**src/rtl/lab3_seq_pkg.sv**
```systemverilog
// Shared definitions for the lab3 test sequencer: FSM states, the vector word
// layout, and the part-select codes driven on dut_sel.
package lab3_seq_pkg;

    typedef enum logic [2:0] {
        S_IDLE,
        S_FETCH,
        S_APPLY,
        S_SETTLE,
        S_CHECK
    } seq_state_e;

    localparam int VEC_W        = 14;
    localparam int VEC_LAST_BIT = 13;
    localparam int VEC_PART_LSB = 10;
    localparam int VEC_PART_W   = 3;
    localparam int VEC_RST_BIT  = 9;
    localparam int VEC_IN_LSB   = 5;
    localparam int VEC_IN_W     = 4;
    localparam int VEC_CHK_BIT  = 4;
    localparam int VEC_EXP_LSB  = 2;
    localparam int VEC_MASK_LSB = 0;

    localparam logic [2:0] PART_NONE  = 3'd0;
    localparam logic [2:0] PART_COMB1 = 3'd1;
    localparam logic [2:0] PART_COMB2 = 3'd2;
    localparam logic [2:0] PART_COMB3 = 3'd3;
    localparam logic [2:0] PART_DFF   = 3'd4;
    localparam logic [2:0] PART_JKFF  = 3'd5;
    localparam logic [2:0] PART_STATE = 3'd6;

endpackage

```
**src/rtl/lab3_test_sequencer.sv**
```systemverilog
// Fetches test vectors from an external synchronous-read memory, drives the
// selected lab3 part, waits SETTLE_CYCLES clocks and checks its masked response.
module lab3_test_sequencer
    import lab3_seq_pkg::*;
#(
    parameter int SETTLE_CYCLES = 1,
    parameter int ADDR_W        = 5,
    parameter int CNT_W         = 5
) (
    input  logic              clk,
    input  logic              reset,
    input  logic              start,
    output logic [ADDR_W-1:0] vec_addr,
    input  logic [VEC_W-1:0]  vec_data,
    output logic [2:0]        dut_sel,
    output logic              dut_rst,
    output logic [3:0]        dut_in,
    input  logic [1:0]        dut_out,
    output logic              busy,
    output logic              done,
    output logic              pass,
    output logic [CNT_W-1:0]  fail_count,
    output logic [ADDR_W-1:0] first_fail_idx
);

    localparam logic [3:0] SETTLE_LD = 4'(SETTLE_CYCLES);

    seq_state_e state_q, state_d;

    logic [ADDR_W-1:0] addr_q, addr_d;
    logic [2:0]        sel_q, sel_d;
    logic              rst_q, rst_d;
    logic [3:0]        in_q, in_d;
    logic              busy_q, busy_d;
    logic              done_q, done_d;
    logic              pass_q, pass_d;
    logic [CNT_W-1:0]  fc_q, fc_d;
    logic [ADDR_W-1:0] ffi_q, ffi_d;
    logic [3:0]        cnt_q, cnt_d;

    logic       last_q, chk_q;
    logic [1:0] exp_q, mask_q;

    logic mismatch;
    logic end_run;

    function automatic logic [CNT_W-1:0] sat_inc(input logic [CNT_W-1:0] v);
        return (v == '1) ? v : v + 1'b1;
    endfunction

    assign mismatch = chk_q && (((dut_out ^ exp_q) & mask_q) != 2'b00);
    assign end_run  = last_q || (addr_q == '1);

    always_ff @(posedge clk) begin
        if (reset) begin
            state_q <= S_IDLE;
            addr_q  <= '0;
            sel_q   <= PART_NONE;
            rst_q   <= 1'b1;
            in_q    <= '0;
            busy_q  <= 1'b0;
            done_q  <= 1'b0;
            pass_q  <= 1'b0;
            fc_q    <= '0;
            ffi_q   <= '0;
            cnt_q   <= '0;
        end else begin
            state_q <= state_d;
            addr_q  <= addr_d;
            sel_q   <= sel_d;
            rst_q   <= rst_d;
            in_q    <= in_d;
            busy_q  <= busy_d;
            done_q  <= done_d;
            pass_q  <= pass_d;
            fc_q    <= fc_d;
            ffi_q   <= ffi_d;
            cnt_q   <= cnt_d;
        end
    end

    // Check fields are consumed only in CHECK, always after an APPLY reload.
    always_ff @(posedge clk) begin
        if (state_q == S_APPLY) begin
            last_q <= vec_data[VEC_LAST_BIT];
            chk_q  <= vec_data[VEC_CHK_BIT];
            exp_q  <= vec_data[VEC_EXP_LSB +: 2];
            mask_q <= vec_data[VEC_MASK_LSB +: 2];
        end
    end

    always_comb begin
        state_d = state_q;
        unique case (state_q)
            S_IDLE:   if (start) state_d = S_FETCH;
            S_FETCH:  state_d = S_APPLY;
            S_APPLY:  state_d = S_SETTLE;
            S_SETTLE: if (cnt_q <= 4'd1) state_d = S_CHECK;
            S_CHECK:  state_d = end_run ? S_IDLE : S_FETCH;
            default:  state_d = S_IDLE;
        endcase
    end

    always_comb begin
        addr_d = addr_q;
        sel_d  = sel_q;
        rst_d  = rst_q;
        in_d   = in_q;
        busy_d = busy_q;
        done_d = done_q;
        pass_d = pass_q;
        fc_d   = fc_q;
        ffi_d  = ffi_q;
        cnt_d  = cnt_q;
        unique case (state_q)
            S_IDLE: begin
                rst_d = 1'b1;
                if (start) begin
                    busy_d = 1'b1;
                    done_d = 1'b0;
                    pass_d = 1'b0;
                    fc_d   = '0;
                    ffi_d  = '0;
                    addr_d = '0;
                end
            end
            S_APPLY: begin
                sel_d = vec_data[VEC_PART_LSB +: VEC_PART_W];
                rst_d = vec_data[VEC_RST_BIT];
                in_d  = vec_data[VEC_IN_LSB +: VEC_IN_W];
                cnt_d = SETTLE_LD;
            end
            S_SETTLE: cnt_d = cnt_q - 4'd1;
            S_CHECK: begin
                if (mismatch) begin
                    fc_d = sat_inc(fc_q);
                    if (fc_q == '0) ffi_d = addr_q;
                end
                if (end_run) begin
                    busy_d = 1'b0;
                    done_d = 1'b1;
                    pass_d = (fc_d == '0);
                    sel_d  = PART_NONE;
                    in_d   = '0;
                    rst_d  = 1'b1;
                end else begin
                    addr_d = addr_q + 1'b1;
                end
            end
            default: ;
        endcase
    end

    assign vec_addr       = addr_q;
    assign dut_sel        = sel_q;
    assign dut_rst        = rst_q;
    assign dut_in         = in_q;
    assign busy           = busy_q;
    assign done           = done_q;
    assign pass           = pass_q;
    assign fail_count     = fc_q;
    assign first_fail_idx = ffi_q;

endmodule

```
**config.mk**
```make
export PLATFORM = sky130hd
export DESIGN_NAME = lab3_test_sequencer
export DESIGN_NICKNAME = d
export VERILOG_FILES = /design/src/rtl/lab3_seq_pkg.sv /design/src/rtl/lab3_test_sequencer.sv
export SDC_FILE = /design/constraint.sdc
export NUM_CORES = 1
export LEC_CHECK = 0
export ABC_AREA = 1
export CAP_MARGIN = 20
export CORE_ASPECT_RATIO = 0.6
export CORE_MARGIN = 2
export CORE_UTILIZATION = 36
export CTS_CLUSTER_DIAMETER = 200
export DETAILED_ROUTE_END_ITERATION = 12
export SLEW_MARGIN = 25
export SYNTH_ARGS = -nofsm -noshare
export SYNTH_HDL_FRONTEND = slang
export SYNTH_SLANG_ARGS = --single-unit
export TNS_END_PERCENT = 5
```
**constraint.sdc**
```tcl
create_clock -name clk -period 1.4 [get_ports clk]
set_input_delay 0.14 -clock clk [delete_from_list [all_inputs] [get_ports clk]]
set_output_delay 0.14 -clock clk [all_outputs]
set_load 0.03 [all_outputs]
```
==> flow_summary.yaml <==
synthesis:
  ys_seq_area_share_pct: 46.12
  synth.top_cell.area_share_pct: 36.24
  synth_area_leaders: "dfxtp_1 (36%), edfxtp_1 (9.9%), nand2_1 (9.7%)"
  synth_simple_gate_area_share_pct: 26.36
  synth_top_family_by_area: "simple AND/OR/NAND/NOR gates"
  synthAdderAreaFrac_pct: 4.118
  synth_xor_area_share_pct: 0.4804
  synth_compound_area_share_pct: 14.21
  async_flop_share_pct: 0
  synthFlopType: "dfxtp_1"
  yosysWarnings: 0
  yosysTopAreaCell: "dfxtp_1"
  synth.ff_latch_count: 39
  syn_inst: 229
  synthMuxAreaShare_pct: 0
  syn-num-nets: 254
  yosys-top-cells-count: "nand2_1 (47), dfxtp_1 (33), inv_1 (29)"
  synth_edf_count: 6
  synth_most_common_cell: "nand2_1"
  syn_area_per_cell_um2: 7.961
  yosysUniqueCellTypes: 34
  syn_area_mm2: 0.001823
cts:
  clk_latency_ps: 290
  cts_tree: "built"
  clkSlewWorstSetupHoldPaths_ps: 80
  cts_sinks: 39
  cts_made_buffers: 5
  cts_buffer_depth: 2
  ctsRootBufferMaster: "clkbuf_8"
  htree_levels: 2
place:
  io_buffers: 44
  dpl_cell_area_mm2: 0.002545
  hpwlAfterDp_um: 3372
  place_congestion: 0.8781
  dp.cells: 360
route:
  drt_first_pass_iters: 4
  drt_iter0_drc: 65
  met2_length_um: 1795
  m1WireLength_um: 2538
  vias_per_cell: 4.759
  finalWirelength_um: 4607
  routed.top_layer: "met4"
  drc: 0
  dr_wl_met3_um: 214
  dr_total_vias: 1761
  routedWlPerCell_um: 12.45
  ant_nets: 0
floorplan:
  die_area_mm2: 0.005668
  fp.dieW_um: 95.87
  core_mm2: 0.004980
  row_count: 20
  io_pins: 45
  start_util_pct: 36.61
  dieHeight_um: 59.12
cells_and_area:
  final_cell_area_mm2: 0.002658
  syn_to_final_growth_pct: 45.78
  antenna_cells: 0
  drive_gt1_share_pct: 25.33
  fin_nets: 328
  finalNonFillerCells: 370
timing:
  fin_ws_ps: -108.6
  max_freq_ghz: 0.6629
  slew_viol_final: 0
  slew_headroom_pct: 77.50
  fin_worst_skew_ps: 3.098
  rsz0062_at_grt: "yes"
  post-route-period-util_pct: 107.8
  min_period_ps: 1509
  worst_pin_slew_ps: 338.9
  final_hold_viol_count: 0
  finalSetupViolations: 15
setup_path:
  end_kind: "register"
  cp.arrival_ps: 1740
  start_kind: "register"
  required_ps: 1630
  worstSetupPathType: "reg -> reg"
  crit_fanout: 3
power:
  powerDensity_mw_per_mm2: 961.5
  p_leak_nw: 1.181
  vdd_drop_max_uv: 481.3
outcome:
  violations: "negative setup slack"
  outcome: "complete, but fails checks"
global_route:
  overflow: 0
  antenna_found_initial: 0
  grt_usage_pct: 17.13
  grt_pass1_vias: 1631
  grt_pass1_wl_um: 7507
  grt_max_degree: 21
job:
  cap_violations: 0
hold_path:
  min_path_type: "in -> reg"
## final timing paths
| check | startpoint | to | slack (ps) | cells past startpoint |
|---|---|---|---|---|
| hold / removal | vec_data[0] | mask_q[0] | 400 | 1 |
| hold reg to reg | done | done | 450 | 2 |
| setup reg to reg | vec_addr[0] | pass | -110 | 10 |
| setup / recovery | vec_addr[0] | pass | -110 | 10 |
## kinds of logic after synthesis
group,after synthesis
and+or+nand+nor,102
adders and majority gates,6
xor gates and xnor gates,1
buffers and inverters,39
AOI/OAI and AO/OA,42
DFF,39
## report_power, final
| group | leakage, nW | total [W] | internal, W | switching (W) |
|---|---|---|---|---|
| clock network | 0.0402 | 0.000765 | 0.000347 | 0.000418 |
| registers | 0.328 | 0.00126 | 0.00121 | 0.0000519 |
| logic | 0.813 | 0.000532 | 0.000215 | 0.000317 |
## sequential cells by signal, summed over array words and instances (netlist names)
name / flops
state_q: 3
mask_q: 2
pass: 1
exp_q: 2
busy: 1
dut_rst: 1
first_fail_idx: 5
done: 1
cnt_q: 4
dut_in: 4
vec_addr: 5
dut_sel: 3
chk_q: 1
fail_count: 5
last_q: 1
## worst max-delay path, stage by stage (launching register included)
cell	delay (ps)
dfxtp_4	360
ha_4	130
inv_1	50
nor3_2	110
ha_2	190
inv_2	50
a21oi_4	160
nand3_1	100
nor2_1	90
nand3_1	90
a21oi_2	120
## final cells by class
cell class	instances	area, um2
multi-input cells	151	878.3
clock inverters	3	20.02
repair buffers	72	618.1
inverters	34	132.6
fillers	496	2322
well taps	66	82.58
clock buffers	5	68.82
flip-flops and latches	39	857.1
## per-stage QoR
stage | setup WS (ps) | utilization (%) | setup TNS, ps | hold WS, ps | power, W
global placement | -167.1 | 51.11 | -2152 | 446.1 | 0.001799
global route | -296.3 | 53.37 | -2822 | 414.2 | 0.002683
detailed placement | -195.2 | 51.11 | -2453 | 449.6 | 0.001808
finish | -108.6 | 53.37 | -899.8 | 400.3 | 0.002555
floorplan | -109.5 | - | -1160 | 238.9 | 0.001577
CTS | -114.9 | 52.29 | -801.7 | 396.7 | 0.002553
## routing by layer
layer	up-vias	GRT usage [%]
li1	914	-
met1	798	26.13
met2	41	23.38
met3	8	4.326
met4	0	5.510
met5	-	0
## cell usage in the layout, fill, tap and decap left out, types with 2 or more instances in the layout
master / netlist / layout
nand3_1: 28 / 28
o21ai_1: 1 / 4
nor2_1: 12 / 10
a32o_1: 3 / 3
dfxtp_1: 33 / 24
a21oi_1: 23 / 22
nand2_1: 47 / 45
ha_1: 6 / 3
buf_4: 0 / 28
inv_4: 1 / 2
dlygate4sd2_1: 0 / 26
inv_1: 29 / 22
dfxtp_4: 0 / 2
inv_2: 4 / 10
clkinvlp_4: 0 / 2
a21oi_2: 1 / 2
nor3_1: 3 / 2
edfxtp_1: 6 / 6
a211oi_1: 2 / 2
a31oi_1: 2 / 2
nor2_4: 1 / 2
clkbuf_8: 0 / 5
nand4_1: 3 / 3
nand2_2: 1 / 2
dfxtp_2: 0 / 7
clkdlybuf4s50_1: 0 / 18
nor2_2: 3 / 4
ha_2: 0 / 2
o21ai_0: 5 / 2
## what timing repair did
item	4_1_cts	5_1_grt
gates resized for setup	32	16
pin swaps	1	1
setup buffers	0	2
setup endpoints to repair	45	29
hold buffers	0	0
Power figures use the tool's default switching activity.
